==> src/rtl/fifo_vc_multi.sv <==
`default_nettype none
// ============================================================================
// Module   : fifo_vc_multi
// Purpose  : NUM_VC independent virtual-channel FIFOs, each 2**ADDR_SIZE deep,
//            sharing one push port and one pop port that are steered by a VC
//            index. Each VC has its own programmable almost-full and
//            almost-empty thresholds, a hysteresis pause flag for upstream
//            flow control, and a sticky overflow/underflow error bit. The pop
//            path is registered: data_out/data_valid appear one cycle after
//            an accepted pop.
// Ports    : clk, reset (sync, active-high)
//            push, push_vc, data_in          - write request
//            pop, pop_vc                     - read request
//            af_thr, ae_thr                  - per-VC thresholds, packed
//            err_clr                         - clears sticky error bits
//            data_out, data_valid            - registered pop data / strobe
//            data_count                      - per-VC occupancy, packed
//            fifo_empty, fifo_full           - per-VC status
//            almost_full, almost_empty       - per-VC threshold status
//            fifo_pause, fifo_error          - per-VC flow control / errors
// Revision : 1.0 - initial release
// ============================================================================
module fifo_vc_multi #(
    parameter int DATA_SIZE = 6,
    parameter int ADDR_SIZE = 2,
    parameter int NUM_VC    = 2,
    parameter int VC_SEL    = 1
) (
    input  logic                            clk,
    input  logic                            reset,
    input  logic                            push,
    input  logic [VC_SEL-1:0]               push_vc,
    input  logic [DATA_SIZE-1:0]            data_in,
    input  logic                            pop,
    input  logic [VC_SEL-1:0]               pop_vc,
    input  logic [NUM_VC*(ADDR_SIZE+1)-1:0] af_thr,
    input  logic [NUM_VC*(ADDR_SIZE+1)-1:0] ae_thr,
    input  logic                            err_clr,
    output logic [DATA_SIZE-1:0]            data_out,
    output logic                            data_valid,
    output logic [NUM_VC*(ADDR_SIZE+1)-1:0] data_count,
    output logic [NUM_VC-1:0]               fifo_empty,
    output logic [NUM_VC-1:0]               fifo_full,
    output logic [NUM_VC-1:0]               almost_full,
    output logic [NUM_VC-1:0]               almost_empty,
    output logic [NUM_VC-1:0]               fifo_pause,
    output logic [NUM_VC-1:0]               fifo_error
);

    localparam int c_DEPTH = 1 << ADDR_SIZE;
    localparam int c_CW    = ADDR_SIZE + 1;

    logic [NUM_VC-1:0]    w_push_acc;
    logic [NUM_VC-1:0]    w_pop_acc;
    logic [DATA_SIZE-1:0] w_rd_data [NUM_VC];
    logic [DATA_SIZE-1:0] w_pop_data;

    // Only the VC whose index matches can respond, so an out-of-range index
    // selects nothing and is ignored without raising an error.
    always_comb begin
        w_pop_data = '0;
        for (int i = 0; i < NUM_VC; i++) begin
            if (pop_vc == VC_SEL'(i)) begin
                w_pop_data = w_rd_data[i];
            end
        end
    end

    always_ff @(posedge clk) begin
        if (reset) begin
            data_out   <= '0;
            data_valid <= 1'b0;
        end else begin
            data_valid <= |w_pop_acc;
            if (|w_pop_acc) begin
                data_out <= w_pop_data;
            end
        end
    end

    generate
        for (genvar i = 0; i < NUM_VC; i++) begin : g_vc
            logic [DATA_SIZE-1:0] r_mem [c_DEPTH];
            logic [ADDR_SIZE-1:0] r_wr_ptr;
            logic [ADDR_SIZE-1:0] r_rd_ptr;
            logic [c_CW-1:0]      r_count;
            logic [c_CW-1:0]      w_count_nxt;
            logic [c_CW-1:0]      w_af;
            logic [c_CW-1:0]      w_ae;
            logic                 w_push_sel;
            logic                 w_pop_sel;
            logic                 w_empty;
            logic                 w_full;
            logic                 w_err;
            logic                 r_pause;
            logic                 r_error;

            assign w_af       = af_thr[i*c_CW +: c_CW];
            assign w_ae       = ae_thr[i*c_CW +: c_CW];
            assign w_push_sel = push && (push_vc == VC_SEL'(i));
            assign w_pop_sel  = pop && (pop_vc == VC_SEL'(i));
            assign w_empty    = (r_count == '0);
            assign w_full     = (r_count == c_CW'(c_DEPTH));

            // A pop on the same VC frees a slot in the same cycle, so a push
            // to a full VC is still accepted when paired with it.
            assign w_pop_acc[i]  = w_pop_sel && !w_empty;
            assign w_push_acc[i] = w_push_sel && (!w_full || w_pop_acc[i]);
            assign w_err         = (w_push_sel && !w_push_acc[i]) ||
                                   (w_pop_sel && w_empty);

            assign w_rd_data[i] = r_mem[r_rd_ptr];

            always_comb begin
                w_count_nxt = r_count;
                if (w_push_acc[i] && !w_pop_acc[i]) begin
                    w_count_nxt = r_count + 1'b1;
                end else if (w_pop_acc[i] && !w_push_acc[i]) begin
                    w_count_nxt = r_count - 1'b1;
                end
            end

            always_ff @(posedge clk) begin
                if (w_push_acc[i] && !reset) begin
                    r_mem[r_wr_ptr] <= data_in;
                end
            end

            always_ff @(posedge clk) begin
                if (reset) begin
                    r_wr_ptr <= '0;
                    r_rd_ptr <= '0;
                    r_count  <= '0;
                    r_pause  <= 1'b0;
                    r_error  <= 1'b0;
                end else begin
                    if (w_push_acc[i]) begin
                        r_wr_ptr <= r_wr_ptr + 1'b1;
                    end
                    if (w_pop_acc[i]) begin
                        r_rd_ptr <= r_rd_ptr + 1'b1;
                    end
                    r_count <= w_count_nxt;
                    // Hysteresis on the next-state count: between the two
                    // thresholds the pause flag keeps its previous value.
                    if (w_count_nxt >= w_af) begin
                        r_pause <= 1'b1;
                    end else if (w_count_nxt <= w_ae) begin
                        r_pause <= 1'b0;
                    end
                    // A fresh error outranks a simultaneous clear.
                    if (w_err) begin
                        r_error <= 1'b1;
                    end else if (err_clr) begin
                        r_error <= 1'b0;
                    end
                end
            end

            assign data_count[i*c_CW +: c_CW] = r_count;
            assign fifo_empty[i]   = w_empty;
            assign fifo_full[i]    = w_full;
            assign almost_full[i]  = (r_count >= w_af);
            assign almost_empty[i] = (r_count <= w_ae) && !w_empty;
            assign fifo_pause[i]   = r_pause;
            assign fifo_error[i]   = r_error;
        end
    endgenerate

endmodule
`default_nettype wire

==> config.mk <==
export PLATFORM = sky130hd
export DESIGN_NAME = fifo_vc_multi
export DESIGN_NICKNAME = d
export VERILOG_FILES = /design/src/rtl/fifo_vc_multi.sv
export SDC_FILE = /design/constraint.sdc
export NUM_CORES = 1
export LEC_CHECK = 0
export BUFFER_PORTS_ARGS = -buffer_cell sky130_fd_sc_hd__buf_2
export CAP_MARGIN = 20
export CORE_MARGIN = 2
export CORE_UTILIZATION = 40
export DETAILED_ROUTE_END_ITERATION = 10
export GPL_ROUTABILITY_DRIVEN = 1
export GPL_TIMING_DRIVEN = 0
export MAX_ROUTING_LAYER = met4
export PLACE_DENSITY = 0.65
export REMOVE_ABC_BUFFERS = 1
export SYNTH_ARGS = -nofsm -noshare
export SYNTH_HDL_FRONTEND = slang
export SYNTH_SLANG_ARGS = --single-unit
export TNS_END_PERCENT = 50
==> constraint.sdc <==
create_clock -name clk -period 2.9 [get_ports clk]
set_clock_uncertainty 0.1 [all_clocks]
set_input_delay 0.29 -clock clk [delete_from_list [all_inputs] [get_ports clk]]
set_output_delay 0.29 -clock clk [all_outputs]
set_load 0.005 [all_outputs]
# Word-level counts from Yosys, hierarchy flattened
# Memories as Yosys holds them, arrays and structs flattened. A register that Yosys moved wholly into a read port is not among the register bits.
# Cells that the tools add are included.
# classes
add_sub_neg	8
order_cmp	8
n_eq_ne	2
mux	20
bitwise	2
reduce_logical	40
# ops
op	count
$logic_and A1 B1 Y1	20
$ge A3 B3 Y1	4
$le A3 B3 Y1	4
$mux W3	4
$mux W1	11
$logic_not A1 Y1	9
$add A2 B1 Y2 const B	4
$mux W2	4
$reduce_bool A2 Y1	4
$add A3 B1 Y3 const B	2
$eq A3 B3 Y1 const B	2
$logic_not A3 Y1	2
$mux W6	1
$sub A3 B1 Y3 const B	2
$logic_or A1 B1 Y1	4
$not A1 Y1	2
$reduce_or A2 Y1	1
# word_totals
regBits	25
mem_bits_rw	48
inputBits	25
out_inout_bits	25
wordCells	94
memories	2
# memory_table
memory	depth	word_bits	read_ports	rd_clocked_by_memory_dff	wr	line_no	source
g_vc[0].r_mem	4	6	1	1	1	83	logic [DATA_SIZE-1:0] r_mem [c_DEPTH];
g_vc[1].r_mem	4	6	1	1	1	83	

# Depth between registers and ports, before layout
# logic_depth
ltp_word	12
mapped_depth	12
ltp_nobuf	12

# Worst setup path before layout
# No wires, ideal clock.
# synth_path
kind	register to register
from	register g_vc[1].r_count[0]
to	register g_vc[1].r_pause
setup_time_ns	0.132
t_arrival_ns	2.257
required_time_ns	2.668
slack_ns	0.411
stages_incl_launch_ff	12
n_path_buf	0
synth_period_minus_slack_ns	2.489
path_cell_list	dfxtp_1 -> inv_1 -> ha_1 -> nand3b_1 -> and3_4 -> o21a_1 -> or2_1 -> ha_1 -> nand2b_1 -> a21o_1 -> a21oi_1 -> a21oi_1
# synth_between
elab_chain_cells	11
elab_cells_between_ends	19
cone_classes	add/sub (2); order compare (2); eq/ne (1); mux (3); reduce/logical (11)
# synth_rtl
item	line_no	source
from (decl)	86	logic [c_CW-1:0] r_count;
from (signal assigned)	143	r_count <= w_count_nxt;
$logic_not A3 Y1	102	assign w_empty = (r_count == '0);
$logic_not A1 Y1	107	assign w_pop_acc[i] = w_pop_sel && !w_empty;
$logic_and A1 B1 Y1	107	
$logic_or A1 B1 Y1	108	assign w_push_acc[i] = w_push_sel && (!w_full || w_pop_acc[i]);
$logic_and A1 B1 Y1	108	
$logic_not A1 Y1	118	end else if (w_pop_acc[i] && !w_push_acc[i]) begin
$logic_and A1 B1 Y1	118	
$mux W3	118	
$mux W3 *	116	if (w_push_acc[i] && !w_pop_acc[i]) begin
$ge A3 B3 Y1 / $le A3 B3 Y1 (equally long branches)	146, 148	
$mux W1 / $reduce_bool A2 Y1 (equally long branches)	n/a	
to (signal assigned)	134	r_pause <= 1'b0;
to (signal assigned)	147	r_pause <= 1'b1;
to (signal assigned)	149	r_pause <= 1'b0;
to (decl)	95	logic r_pause;
# Every way passes the cells marked *; elsewhere a longest branch is shown, timed or not.
# A chain may end at the register's enable or synchronous reset.

# Final worst setup path
# layout_path
from	register g_vc[1].r_count[1]
to	register g_vc[1].r_pause
# Same word-level chain as after synthesis.

==> flow_summary.json <==
{
  "status": "complete, no violations",
  "finalCritPeriodShare": 0.935,
  "rsz0062_at_grt": "false",
  "p_per_area_mw_per_mm2": 647,
  "dr.pass1.iters": 7,
  "synthCells": 299,
  "internal_power_mw": 1.98,
  "syn_area_sq_mm": 0.00384,
  "pwr-share-seq": 0.459,
  "final_max_slew_viol_count": 0,
  "slowest_delay_ns": 0.43,
  "setup_violations": 0,
  "areaGrowthSynthToFinish_pct": 13.7,
  "drc": 0,
  "tns_ns": 0,
  "portBuffers": 49,
  "vias_per_cell": 4.85,
  "worstHoldPathType": "primary input to flop",
  "final_nets": 408,
  "core_sq_mm": 0.00928,
  "grt_overflow": 0,
  "power_mw": 2.82,
  "die_h_um": 102,
  "yosysUniqueCellTypes": 46,
  "avgSynthCellArea_sq_um": 12.8,
  "cts_made_buffers": 9,
  "rows": 35,
  "place.gp.congestion": 0.759,
  "synth_edf_count": 48,
  "cts_max_level": 3,
  "cts_tree": "done",
  "hold_buffers": 0,
  "path_clk_slew_ns": 0.09,
  "vias": 2321,
  "path_class": "flop to flop",
  "initial_utilization": 0.414,
  "gr-usage-all-layers": 0.145,
  "timing.hold.ws_ns": 0.102,
  "cp_cell_sequence": "inv_1, ha_1, nand3b_1, and3_4, o21a_1, or2_1, ha_1, nand2b_1, a21o_1, a21oi_1, a21oi_1",
  "grt_pass1_wl_mm": 11.2,
  "wire_per_inst_um": 14.1,
  "async_reset_ff_frac": 0,
  "ant_nets": 0,
  "cp_top_family": "simple AND/OR/NAND/NOR gates",
  "clock-sinks": 77,
  "netSwitchingPower_mw": 0.840,
  "power_frac_comb": 0.246,
  "p_leak_nw": 1.82,
  "antenna_found_initial": 0,
  "peakVddDrop_mv": 0.217,
  "setup_slack_ns": 0.187,
  "cts_resized": 0,
  "dp_slack_ns": 0.188,
  "worstPathMaxFanout": 5,
  "antenna_cells": 0,
  "worstSetupStartpointType": "flop",
  "swShare": 0.298,
  "seq_area_frac_synth": 0.526,
  "crit_required_ns": 3.02,
  "cp.arrival_ns": 2.83,
  "grt_max_degree": 32,
  "p_clk_frac": 0.295,
  "die_w_um": 102,
  "clock_path_buffers": 2,
  "post_cts_buffers": 0,
  "path_buf_inv": 1,
  "die_area_sq_mm": 0.0104,
  "insertion_delay_ns": 0.35,
  "crit_path_end_kind": "flop",
  "io-pin-count": 50,
  "yosys_warnings": 0,
  "routed_wirelength_mm": 6.74,
  "slew_headroom": 0.536,
  "worst_pin_slew_ns": 0.696,
  "ys_ff_latch": 77,
  "cp_slowest_cell": "dfxtp_1",
  "clock.fmax_mhz": 369,
  "cts_root_buf": "clkbuf_8",
  "drtIter0Drc": 94,
  "hpwl_mm": 4.97,
  "grt_pass1_vias": 2231,
  "period_minus_slack_ns": 2.71,
  "drv_cap": 0,
  "drive_gt1_frac": 0.266,
  "ys.flop_type": "edfxtp_1",
  "hold_viol": 0
}
-- path summary, 6_finish.rpt --
kind	start	end	slack, ns	cells after the start
worst max-delay path	g_vc[1].r_count[1]	g_vc[1].r_pause	0.19	11
worst min-delay path	data_in[5]	g_vc[0].r_mem[0][5]	0.10	1
worst min register to register	data_out[1]	data_out[1]	0.39	2
worst max register to register	g_vc[1].r_count[1]	g_vc[1].r_pause	0.19	11
-- cells by family (layout without fill, tap and decap cells) --
family	Yosys count	in the layout	share of synthesized area
and+or+nand+nor	81	81	0.120
DFF	77	77	0.526
AOI/OAI and AO/OA	41	41	0.0798
adders and majority gates	38	38	0.124
buffers and inverters	37	88	0.0456
muxes	17	17	0.0860
xor gates and xnor gates	8	8	0.0182
-- power groups by stage --
stage	registers, mW	logic, mW	clock network [mW]
global placement	1.32	0.685	0
global route	1.31	0.801	0.899
CTS	1.30	0.703	0.854
floorplan	1.31	0.487	0
detailed placement	1.32	0.699	0
finish	1.30	0.694	0.834
-- layout by cell type (no fill, tap or decap), types with 6 or more instances in the layout --
cell      netlist  layout
a21o_1          6       6
nand3_1         6       6
edfxtp_1       48      48
buf_2           3      49
nor2b_1         7       7
nor3_1         11      11
mux4_2         12      12
inv_1          21      21
o22ai_1         7       7
dfxtp_1        29      28
and2_1         10      10
clkbuf_8        0       9
a21oi_1         9       9
ha_1           38      38
nand2_1         7       7
nor2_1         22      22
nand2b_1        6       6
-- layer usage --
layer  global-route usage  share of wire
met1                0.182           0.46
met2                0.237           0.49
met3               0.0233          0.033
met4               0.0564          0.018
met5                    -              0
-- metrics by stage --
| stage | util | area (sq um) | std cells |
|---|---|---|---|
| after global routing | 0.470 | 4370 | 479 |
| final | 0.470 | 4370 | 479 |
| after detailed placement | 0.448 | 4160 | 463 |
| after global placement | 0.448 | 4160 | 463 |
| after CTS | 0.470 | 4370 | 479 |
| after floorplan | - | 3750 | 285 |
-- state kept, by name (all words and copies together), names as in the netlist, named ones only --
| signal | cells |
|---|---|
| g_vc.r_pause | 2 |
| g_vc.r_rd_ptr | 4 |
| g_vc.r_mem | 48 |
| g_vc.r_wr_ptr | 4 |
| g_vc.r_count | 6 |
| data_valid | 1 |
| g_vc.r_error | 2 |
| data_out | 6 |
-- cells in the mapped netlist (7+ instances only) --
master,count,area share
mux4_2,12,0.070
nor2_1,22,0.021
ha_1,38,0.12
inv_1,21,0.021
nor3_1,11,0.014
dfxtp_1,29,0.15
and2_1,10,0.016
buf_4,8,0.016
o22ai_1,7,0.011
a21oi_1,9,0.012
edfxtp_1,48,0.38
nor2b_1,7,0.011
nand2_1,7,0.0068
-- layout make-up --
class,instances,area [sq um]
fill,856,4920
sequential,77,2020
multi-input combinational,185,1640
timing repair buffer,49,245
tap,129,161
clock buffer,9,124
inverter,23,88.8
clock inverter,7,81.3
(Power assumes the default switching activity.)
